--- src/rtl/stream_pack_32to256_pkg.sv ---
// Shared types for the 32-to-256 stream packer.
// Holds the FSM state encoding used by the packer and its neighbours.
package stream_pack_32to256_pkg;

    typedef enum logic {
        FILL  = 1'b0,
        WRITE = 1'b1
    } pack_state_t;

    localparam int unsigned DEF_IN_WIDTH  = 32;
    localparam int unsigned DEF_OUT_WIDTH = 256;

endpackage

--- src/rtl/stream_pack_32to256.sv ---
// Packs RATIO narrow valid/ready words (little-endian lanes) into one wide word
// and writes it through a FIFO we/din/full port; in_last or flush emits a padded partial word.
module stream_pack_32to256
    import stream_pack_32to256_pkg::*;
#(
    parameter int unsigned IN_WIDTH  = DEF_IN_WIDTH,
    parameter int unsigned OUT_WIDTH = DEF_OUT_WIDTH,
    parameter int unsigned PAD_VALUE = 0
) (
    input  logic                                      clk,
    input  logic                                      reset,
    input  logic                                      in_valid,
    input  logic [IN_WIDTH-1:0]                       in_data,
    input  logic                                      in_last,
    output logic                                      in_ready,
    input  logic                                      flush,
    output logic                                      fifo_we,
    output logic [OUT_WIDTH-1:0]                      fifo_din,
    input  logic                                      fifo_full,
    output logic [$clog2(OUT_WIDTH/IN_WIDTH):0]       lanes_used,
    output logic [31:0]                               words_out,
    output logic                                      busy
);

    localparam int unsigned RATIO     = OUT_WIDTH / IN_WIDTH;
    localparam int unsigned LANE_BITS = $clog2(RATIO);

    localparam logic [LANE_BITS-1:0] LANE_LAST = LANE_BITS'(RATIO - 1);
    localparam logic [IN_WIDTH-1:0]  PAD_LANE  = IN_WIDTH'(PAD_VALUE);
    localparam logic [OUT_WIDTH-1:0] PAD_FILL  = {RATIO{PAD_LANE}};

    pack_state_t            state, state_next;
    logic [LANE_BITS-1:0]   lane_idx;
    logic [OUT_WIDTH-1:0]   acc, acc_merged, hold;
    logic                   xfer, emit;

    always_ff @(posedge clk) begin
        if (reset) begin
            state <= FILL;
        end else begin
            state <= state_next;
        end
    end

    always_comb begin
        in_ready   = (state == FILL);
        xfer       = in_valid && in_ready;
        acc_merged = acc;
        for (int unsigned k = 0; k < RATIO; k++) begin
            if (xfer && lane_idx == LANE_BITS'(k)) begin
                acc_merged[k*IN_WIDTH +: IN_WIDTH] = in_data;
            end
        end
        // A transfer always lands before the flush/last decision, so a coincident
        // flush behaves exactly like in_last on that word.
        emit = 1'b0;
        if (state == FILL) begin
            if (xfer) begin
                emit = (lane_idx == LANE_LAST) || in_last || flush;
            end else begin
                emit = flush && (lane_idx != '0);
            end
        end
        fifo_we    = (state == WRITE) && !fifo_full && !reset;
        state_next = state;
        case (state)
            FILL:    if (emit)    state_next = WRITE;
            WRITE:   if (fifo_we) state_next = FILL;
            default: state_next = FILL;
        endcase
    end

    // The accumulator is kept pre-filled with padding so an early emit needs no masking.
    always_ff @(posedge clk) begin
        if (reset) begin
            lane_idx   <= '0;
            acc        <= PAD_FILL;
            hold       <= '0;
            lanes_used <= '0;
            words_out  <= '0;
        end else begin
            if (emit) begin
                hold       <= acc_merged;
                lanes_used <= {1'b0, lane_idx} + {{LANE_BITS{1'b0}}, xfer};
                lane_idx   <= '0;
                acc        <= PAD_FILL;
            end else if (xfer) begin
                acc      <= acc_merged;
                lane_idx <= lane_idx + LANE_BITS'(1);
            end
            if (fifo_we) begin
                words_out <= words_out + 32'd1;
            end
        end
    end

    assign fifo_din = hold;
    assign busy     = (state == WRITE) || (lane_idx != '0);

endmodule

--- config.mk ---
export PLATFORM = sky130hd
export DESIGN_NAME = stream_pack_32to256
export DESIGN_NICKNAME = d
export VERILOG_FILES = /design/src/rtl/stream_pack_32to256_pkg.sv /design/src/rtl/stream_pack_32to256.sv
export SDC_FILE = /design/constraint.sdc
export NUM_CORES = 1
export LEC_CHECK = 0
export ABC_AREA = 1
export BUFFER_PORTS_ARGS = -buffer_cell sky130_fd_sc_hd__buf_4
export CAP_MARGIN = 5
export CORE_AREA = 2 2 213 215
export CTS_BUF_LIST = sky130_fd_sc_hd__clkbuf_4 sky130_fd_sc_hd__clkbuf_8
export CTS_CLUSTER_SIZE = 25
export DETAILED_ROUTE_END_ITERATION = 16
export DIE_AREA = 0 0 215 217
export PLACE_DENSITY = 0.66
export SETUP_SLACK_MARGIN = 0.2
export SLEW_MARGIN = 20
export SYNTH_ARGS = -nofsm -noshare
export SYNTH_HDL_FRONTEND = slang
export SYNTH_SLANG_ARGS = --single-unit
export TNS_END_PERCENT = 10
--- constraint.sdc ---
create_clock -name clk -period 2.5 [get_ports clk]
set_input_delay 0.125 -clock clk [delete_from_list [all_inputs] [get_ports clk]]
set_output_delay 0.125 -clock clk [all_outputs]
set_load 0.01 [all_outputs]
==> results.md, run 1 <==
* Slew HR at 0.490
* Final setup vio count at 0
* Syn_area_per_cell at 8.39 um^2
* DRC Markers at 0
* Dpl cell area at 22700 um^2
* Sink Count at 552
* Fin nets at 2732
* Total global-route track usage at 0.263
* Worst path required time at 3.10 ns
* Max_cap viols at 0
* Slowest stage delay, CP at 0.52 ns
* Initial Utilization at 0.443
* Worst-margin pin slew at 0.764 ns
* Critical Path Source Type: register
* Buf+Inv Stages, Crit Path at 1
* Net switching power at 4620 uW
* Setup TNS at 0 ns
* Post-Syn Nets at 2406
* Final WL at 62.5 mm
* Crit-path most repeated cell: ha_1
* Sw frac at 0.248
* R2r setup slk at 0.30 ns
* 1st-iter DRT viols at 1277
* Leakage power at 0.0112 uW
* Via density at 5.09
* Vias in the first global route at 15900
* Die Footprint at 46700 um^2
* Fin cells at 3357
* Count of pins over their slew limit at 0
* Status: finished clean
* Drt wl/cell at 18.6 um
* Ports at 333
* HPWL after DPL at 38.4 mm
* Die X at 215 um
* TritonRoute pass-1 iters at 6
* Comb power frac at 0.071
* Synth Cell Area at 19800 um^2
* Crit end category: register
* Die H at 217 um
* Root buffer cell: clkbuf_8
* Clk_lat worst skew at 0.68 ns
* Final worst setup slack at 0.304 ns
* Critical-path maximum fanout at 156
* Max Freq at 455 MHz
* Hold WS at 0.0598 ns
* Arr. time, crit path at 2.80 ns
* Total CTS buffers at 90
* Tmin final at 2.20 ns
* TritonCTS clock tree: built
* Reg power frac at 0.481
* Peak supply drop at 518 uV
* Unrepaired setup endpoints after global routing: yes
* Core ar. at 44700 um^2
* CTS Buffer Depth at 3
* FILL cells at 4139
* Register area at 11100 um^2
* Syn. warnings at 0
* Antenna viol nets, final at 0
* Worst slack, placed at 0.286 ns
* Routed vias at 17100
* CTS H-Tree Depth at 3
* CP Class: reg -> reg
* Distinct cells, synth at 29
* Post-Synthesis Cells at 2359
* Clock power frac at 0.448
* Slowest stage cell, crit path: buf_12
* Clock transition at path regs at 0.06 ns
* Cell family with most CP delay: simple AND/OR/NAND/NOR gates
* Final hold vios at 0
* GRT Residual Overflow at 0
* Synthesis-stage register bit count at 552
* Clk_skew at 0.0193 ns
* Global-route wire length before repair at 93.8 mm
* Multi-input gate area at 7200 um^2
* PD cells at 748 nW/um^2
* Critical-path cell list: ha_1 > ha_1 > nor3_1 > nor2_1 > nand2_8 > buf_12 > nand3_1 > o21ai_1
* Share of layout cells above drive strength 1 at 0.193
* FP Rows at 78
* Largest net degree at the start of global routing at 157
* Post-CTS Setup Repair Bufs at 0
* Final period utilization at 0.878
* Internal at 14100 uW
* Sequential element share of the synthesized area at 0.558
* IO Port Bufs at 332
* Initial antenna violation count at 7
* GPL Wtd Cong at 0.850
* Area growth syn-to-layout at 26.1%
* Worst min-delay path category: in -> reg
* Inst Count DP at 3158
* Final instance area at 25000 um^2
-- per-stage QoR --
stage | total power (uW) | utilization
after floorplan | 9880 | -
after global placement | 10400 | 0.507
after detailed placement | 10500 | 0.507
after CTS | 18800 | 0.559
after global routing | 19300 | 0.559
final | 18700 | 0.559
-- power by group through the flow --
stage	combinational, uW	sequential, uW	clock, uW
6_report	1320	8980	8370
5_1_grt	1420	8990	8940
4_1_cts	1320	8990	8520
3_5_place_dp	1280	9180	0
3_3_place_gp	1260	9170	0
2_1_floorplan	693	9190	0
-- layout make-up --
type / instances / share of cell area
clock buffers: 141 / 0.0715
well taps: 600 / 0.0301
clock inverters: 21 / 0.00712
inverters: 207 / 0.0315
multi-input cells: 1443 / 0.289
flip-flops and latches: 552 / 0.443
repair buffers: 391 / 0.129
diodes: 2 / 0.000200
-- tightest hold or removal path, cell delays in order --
cell,delay [ns]
buf_4,0.08
o21ai_1,0.05
nand2_1,0.15
nand2_8,0.10
inv_4,0.10
a21oi_1,0.07
-- registers in the layout, summed over array words and instances (netlist names) --
register,cells
lane_idx,3
state,1
lanes_used,4
fifo_din,256
acc,256
words_out,32
-- final timing paths --
path,startpoint,end,cells after the start
hold reg to reg,fifo_din[163],fifo_din[163],2
setup reg to reg,lane_idx[1],fifo_din[63],8
setup / recovery,lane_idx[1],fifo_din[63],8
hold / removal,flush,lanes_used[3],6
-- cell usage in the layout (no fill, tap or decap), types with 3 or more instances in the layout --
cell	n
dfxtp_1	552
buf_4	341
o21ai_0	333
nor2_1	328
nand3_1	293
nand2_1	230
inv_1	205
clkbuf_8	116
o21ai_1	101
mux2i_1	96
dlygate4sd3_1	35
clkbuf_4	25
a21oi_1	18
buf_12	15
clkinv_2	12
ha_1	9
nor3_1	5
nand4_1	5
nand2_2	3
nand3_4	3
xor2_1	3
inv_6	3
clkinvlp_4	3
-- cell usage after synthesis, drive strengths merged --
| library cell | count | area share |
|---|---|---|
| nor3b | 2 | 0.00076 |
| nor3 | 5 | 0.0013 |
| buf | 69 | 0.024 |
| dfxtp | 552 | 0.56 |
| nand3b | 2 | 0.00076 |
| a21oi | 18 | 0.0045 |
| xor2 | 3 | 0.0013 |
| o21ai | 434 | 0.11 |
| clkbuf | 88 | 0.017 |
| inv | 206 | 0.039 |
| xnor2 | 2 | 0.00088 |
| mux2i | 96 | 0.049 |
| nand3 | 298 | 0.077 |
| nand4 | 5 | 0.0016 |
| o21bai | 2 | 0.00076 |
| nand2 | 236 | 0.046 |
| ha | 9 | 0.0057 |
| o31ai | 1 | 0.00038 |
| clkinv | 1 | 0.00025 |
| nor2 | 330 | 0.063 |
-- cells by family after synthesis --
logic type,Yosys count,synth area share
flops,552,0.558
buf+inv,364,0.0801
simple gates,878,0.190
fa+ha+maj,9,0.00569
mux,96,0.0485
xor+xnor,5,0.00221
compound gates,455,0.115
-- per-layer routing --
layer,GRT usage,vias up,part of all wire
met5,0,-,0.00021
met4,0.119,2,0.039
met3,0.0702,111,0.078
met2,0.415,598,0.45
met1,0.337,7995,0.43
li1,-,8370,-
-- repair_timing --
action | in CTS | in global routing
hold buffers | 35 | 0
endpoints found under the hold margin | 481 | 0
resized for setup | 0 | 0
endpoints found under the setup margin | 0 | 106
(Power assumes the default switching activity.)
==> run 2, diff against run 1 <==
ABC_CLOCK_PERIOD_IN_PS = 2100   (was unset)
clock period = 2.1 ns   (was 2.5 ns; I/O delays follow)
==> results.md, run 2 (synthesis results as in run 1) <==
* Clk_lat worst skew at 0.67 ns (about the same)
* 1st-iter DRT viols at 1369 (+7.2%)
* Final period utilization at 0.884
* Met1 GRT Util at 0.344 (+0.00649)
* Die H at 217 um (unchanged)
* Total CTS buffers at 91 (+1.1%)
* Initial Utilization at 0.443 (unchanged)
* Total global-route track usage at 0.263 (+0.000557)
* Unrepaired setup endpoints after global routing: yes
* TritonCTS clock tree: built
* Met3 usage at 0.0572 (-0.0130)
* Drt wl/cell at 19.2 um (+3.0%)
* Fin nets at 2771 (+1.4%)
* Status: finished clean
* Worst min-delay path category: in -> reg
* Root buffer cell: clkbuf_8
* Count of pins over their slew limit at 0 (unchanged)
* Max_cap viols at 0 (unchanged)
* Max Freq at 538 MHz
* Peak supply drop at 511 uV (-1.4%)
* Worst slack, placed at -0.00347 ns (-0.290 ns)
* GRT Residual Overflow at 0 (unchanged)
* IO Port Bufs at 332 (unchanged)
* Final instance area at 25800 um^2 (+3.1%)
* GR Layer Usage met2 at 0.425 (+0.00949)
* Vias in the first global route at 16000 (+0.71%)
* Most frequent cells in the layout: dfxtp_1, buf_4, nor2_1, nand3_1, o21ai_0
* Via density at 5.16 (+1.5%)
* CTS Buffer Depth at 3 (unchanged)
* Die Footprint at 46700 um^2 (unchanged)
* Design Power at 22400 uW (+20%)
* Clk_skew at 0.0198 ns (+0.000489 ns)
* Final core occ at 0.576 (+0.0176)
* Die X at 215 um (unchanged)
* Setup TNS at 0 ns (unchanged)
* Sink Count at 552 (unchanged)
* Clock transition at path regs at 0.07 ns (about the same)
* CTS H-Tree Depth at 3 (unchanged)
* Final WL at 65.2 mm (+4.2%)
* Dpl cell area at 22800 um^2 (+0.62%)
* Leakage power at 0.0116 uW (+3.3%)
* CP Class: reg -> out
* FP Rows at 78 (unchanged)
* Critical Path Source Type: register
* Largest net degree at the start of global routing at 159 (+1.3%)
* Worst-margin pin slew at 1.00 ns (+0.238 ns)
* Crit end category: output port
* Slew HR at 0.332 (-0.158)
* Global-route wire length before repair at 94.3 mm (+0.55%)
* Final setup vio count at 0 (unchanged)
* Share of layout cells above drive strength 1 at 0.210 (+0.0167)
* Antenna viol nets, final at 0 (unchanged)
* Core ar. at 44700 um^2 (unchanged)
* Arr. time, crit path at 1.75 ns (-1.05 ns)
* Worst path required time at 2.00 ns (-1.10 ns)
* Initial antenna violation count at 9 (+2)
* Critical-path maximum fanout at 7 (-96%)
* GPL Wtd Cong at 0.853 (+0.39%)
* Final worst setup slack at 0.243 ns (-0.0617 ns)
* DRC Markers at 0 (unchanged)
* TritonRoute pass-1 iters at 7 (+1)
* Gr busiest metal: met2
* PD cells at 868 nW/um^2 (+16%)
* Tmin final at 1.86 ns
* Final hold vios at 0 (unchanged)
* Ports at 333 (unchanged)
* HPWL after DPL at 38.9 mm (+1.3%)
* Routed vias at 17500 (+2.7%)
* Area growth syn-to-layout at 30.1%
* Most common cell after layout, fill and taps aside: dfxtp_1
-- run 2: path summary, 6_finish.rpt --
| kind | depth (start not counted) | slack (ns) | from | to |
|---|---|---|---|---|
| hold / removal | 6 | 0.08 | in_last | lanes_used[3] |
| setup / recovery | 3 | 0.24 | state | fifo_we |
| hold reg to reg | 2 | 0.48 | fifo_din[146] | fifo_din[146] |
| setup reg to reg | 10 | 0.25 | lane_idx[0] | fifo_din[210] |
-- run 2: critical path, cell delays in order, from the launching register on --
cell	delay [ns]
dfxtp_1	0.50
nand2_1	0.14
nor2_2	0.28
buf_4	0.19
-- run 2: timing repair --
action	in CTS	in global routing
gates resized for setup	40	72
endpoints found under the hold margin	475	0
buffers inserted	7	4
gates cloned	3	11
endpoints found under the setup margin	512	487
pin swaps	4	5
hold buffers	36	0
-- run 2: layer usage --
metal / share of wire / vias to the layer above
li1: - / 8464
met1: 0.43 / 8354
met2: 0.47 / 602
met3: 0.075 / 110
met4: 0.032 / 0
met5: 0 / -
-- run 2: metrics by stage --
stage | std cells | hold slack [ns]
2_1_floorplan | 2359 | 0.263
3_3_place_gp | 3170 | 0.434
3_5_place_dp | 3170 | 0.439
4_1_cts | 3378 | 0.0310
5_1_grt | 3393 | 0.0774
6_report | 3394 | 0.0811
-- run 2: final cells by class --
class                           count  area [um^2]
Fill cell                        4023        18900
Sequential cell                   552        11100
Multi-Input combinational cell   1443         7290
Timing Repair Buffer              429         3930
Clock buffer                      154         1880
Inverter                          207          792
Tap cell                          600          751
Clock inverter                      8         56.3
Antenna cell                        1         2.50
-- run 2: power by group --
group | total (uW) | internal (uW) | switching [uW]
clock | 9810 | 5620 | 4190
combinational | 1850 | 632 | 1220
sequential | 10700 | 10600 | 74.4
total | 22400 | 16900 | 5480
==> run 3, diff against run 2 <==
CELL_PAD_IN_SITES_DETAIL_PLACEMENT = 0   (was unset)
CELL_PAD_IN_SITES_GLOBAL_PLACEMENT = 1   (was unset)
CORE_AREA = 2 2 307 157   (was 2 2 213 215)
DIE_AREA = 0 0 309 159   (was 0 0 215 217)
PLACE_DENSITY = unset   (was 0.66)
PLACE_DENSITY_LB_ADDON = 0.1   (was unset)
TNS_END_PERCENT = unset   (was 10)
==> results.md, run 3 (synthesis results as in run 1) <==
* IO Port Bufs at 332 (unchanged)
* Initial antenna violation count at 5 (-4)
* Arr. time, crit path at 2.48 ns (+0.73 ns)
* Cells on worst reg2reg path at 11 (+1)
* Register area at 11100 um^2 (about the same)
* Total CTS buffers at 79 (-13%)
* Critical-path maximum fanout at 11 (+4)
* Ports at 333 (unchanged)
* Setup TNS at 0 ns (unchanged)
* Slew HR at 0.585 (+0.253)
* FILL cells at 4444 (+10%)
* DRC Markers at 0 (unchanged)
* Slowest stage delay, CP at 0.38 ns (-0.12 ns)
* Max_cap viols at 0 (unchanged)
* Via density at 5.09 (-1.4%)
* Global-route wire length before repair at 98.7 mm (+4.7%)
* Worst r2r dst: acc[81]
* Clk_lat worst skew at 0.65 ns (-0.02 ns)
* Multi-input gate area at 7330 um^2 (+0.51%)
* Sw frac at 0.254 (+0.00838)
* GPL Wtd Cong at 0.894 (+4.8%)
* Dpl cell area at 22900 um^2 (+0.65%)
* Hold WS at 0.117 ns (+0.0357 ns)
* Drt wl/cell at 20.0 um (+4.4%)
* Cell family with most CP delay: buffers and inverters
* Worst min-delay path category: in -> reg
* Internal at 16300 uW (-3.6%)
* Final hold vios at 0 (unchanged)
* Clk_skew at 0.0217 ns (+0.00190 ns)
* Total global-route track usage at 0.265 (+0.00218)
* Final period utilization at 0.927 (+0.0429)
* Critical Path Source Type: register
* Critical path depth at 11 (+8)
* Most common cell after layout, fill and taps aside: dfxtp_1
* CTS Buffer Depth at 3 (unchanged)
* 1st-iter DRT viols at 1503 (+9.8%)
* CTS H-Tree Depth at 3 (unchanged)
* Largest net degree at the start of global routing at 102 (-36%)
* Max Freq at 513 MHz (-4.6%)
* Share of layout cells above drive strength 1 at 0.210 (about the same)
* Unrepaired setup endpoints after global routing: yes
* Core ar. at 46400 um^2 (+3.8%)
* Root buffer cell: clkbuf_8
* Antenna viol nets, final at 0 (unchanged)
* Die Footprint at 49100 um^2 (+5.3%)
* R2r setup slk at 0.15 ns (-0.10 ns)
* Net switching power at 5530 uW (+0.85%)
* CP Class: reg -> reg
* TritonCTS clock tree: built
* Critical-path cell list: ha_4 > ha_4 > nor3_4 > nor2_2 > nand2_8 > buf_16 > nand2_8 > buf_16 > buf_12 > bufbuf_16 > nor2_1
* Clock power frac at 0.416 (-0.023)
* Routed vias at 17400 (-0.67%)
* FP Rows at 56 (-28%)
* Slowest stage cell, crit path: dfxtp_4
* RR Startpoint: lane_idx[0]
* Area growth syn-to-layout at 30.3%
* Status: finished clean
* Vias in the first global route at 15900 (-0.71%)
* Sink Count at 552 (unchanged)
* Crit end category: register
* HPWL after DPL at 40.4 mm (+3.7%)
* Die H at 159 um (-27%)
* Clock transition at path regs at 0.06 ns (about the same)
* Final WL at 68.5 mm (+5.2%)
* Peak supply drop at 453 uV (-11%)
* Reg power frac at 0.490 (+0.012)
* Leakage power at 0.0115 uW (-0.40%)
* PD cells at 845 nW/um^2 (-2.6%)
* Final setup vio count at 0 (unchanged)
* GRT Residual Overflow at 0 (unchanged)
* Worst path required time at 2.63 ns (+0.63 ns)
* TritonRoute pass-1 iters at 6 (-1)
* Final instance area at 25800 um^2 (+0.16%)
* Most frequent cells in the layout: dfxtp_1, buf_4, o21ai_0, nor2_1, nand3_1
* Buf+Inv Stages, Crit Path at 4 (+3)
* Crit path from: lane_idx[0]
* CP endpoint: acc[81]
* Fin nets at 2768 (-0.11%)
* Comb power frac at 0.094 (+0.011)
* Worst-margin pin slew at 0.622 ns (-0.380 ns)
* Count of pins over their slew limit at 0 (unchanged)
* Die X at 309 um (+44%)
* Tmin final at 1.95 ns (+0.0900 ns)
* Initial Utilization at 0.427 (-0.0161)
## run 3: cell count changes in the layout (fill, tap and decap cells not counted), moves of 5 or more
cell      change
buf_16        +6
clkbuf_4     -12
o21ai_1      -52
clkbuf_8     -12
buf_4         +7
buf_6         -7
nor2_2        +5
nor2_1        -5
buf_12        +7
o21ai_0      +52
## run 3: worst register-to-register path, stage by stage (launching register included)
cell       delay, ns
dfxtp_4         0.38
ha_4            0.16
ha_4            0.15
nor3_4          0.04
nor2_2          0.19
nand2_8         0.10
buf_16          0.15
nand2_8         0.09
buf_16          0.16
buf_12          0.12
bufbuf_16       0.27
nor2_1          0.04
## run 3: how the worst min path moves through the flow
stage / start / endpoint / slack [ns] / cells after the start
3_3_place_gp: reset / words_out[26] / 0.43 / 2
4_1_cts: in_last / lanes_used[3] / 0.06 / 6
5_1_grt: in_last / lanes_used[3] / 0.08 / 6
2_1_floorplan: in_data[0] / acc[0] / 0.26 / 2
6_report: in_last / lanes_used[3] / 0.12 / 6
3_5_place_dp: reset / words_out[26] / 0.44 / 2
## run 3: layout make-up
| cell class | count | area share |
|---|---|---|
| inverters | 207 | 0.0306 |
| clock inverters | 8 | 0.00189 |
| repair buffers | 438 | 0.160 |
| well taps | 638 | 0.0309 |
| multi-input cells | 1443 | 0.284 |
| diodes | 2 | 0.000194 |
| clock buffers | 131 | 0.0636 |
| flip-flops and latches | 552 | 0.429 |
## run 3: power by group through the flow
stage,clock [uW],combinational (uW),sequential [uW]
CTS,9220,1920,10700
global placement,0,1580,10900
finish,9070,2040,10700
global route,9670,2150,10700
floorplan,0,824,10900
detailed placement,0,1600,10900
## run 3: metal layers
layer  up-vias  GRT usage  part of all wire
met5         -          0                 0
met4         0     0.0691             0.019
met3        89     0.0578             0.073
met2       549      0.400              0.44
met1      8315      0.384              0.47
li1       8459          -                 -
## run 3: metrics by stage
stage | power, uW | cells | worst slack (ns) | utilization
4_1_cts | 21800 | 3411 | 0.161 | 0.550
3_3_place_gp | 12500 | 3213 | -0.109 | 0.495
6_report | 21800 | 3419 | 0.153 | 0.556
5_1_grt | 22500 | 3417 | 0.104 | 0.556
3_5_place_dp | 12500 | 3213 | -0.162 | 0.495
2_1_floorplan | 11800 | 2359 | 0.281 | -
## run 3: timing repair
action                     in CTS  in global routing
setup endpoints to repair     516                392
hold buffers                   36                  0
hold endpoints to repair      435                  0
pin swaps                       3                  5
cloned                         10                  6
buffers inserted               13                  0
resized for setup              25                 43
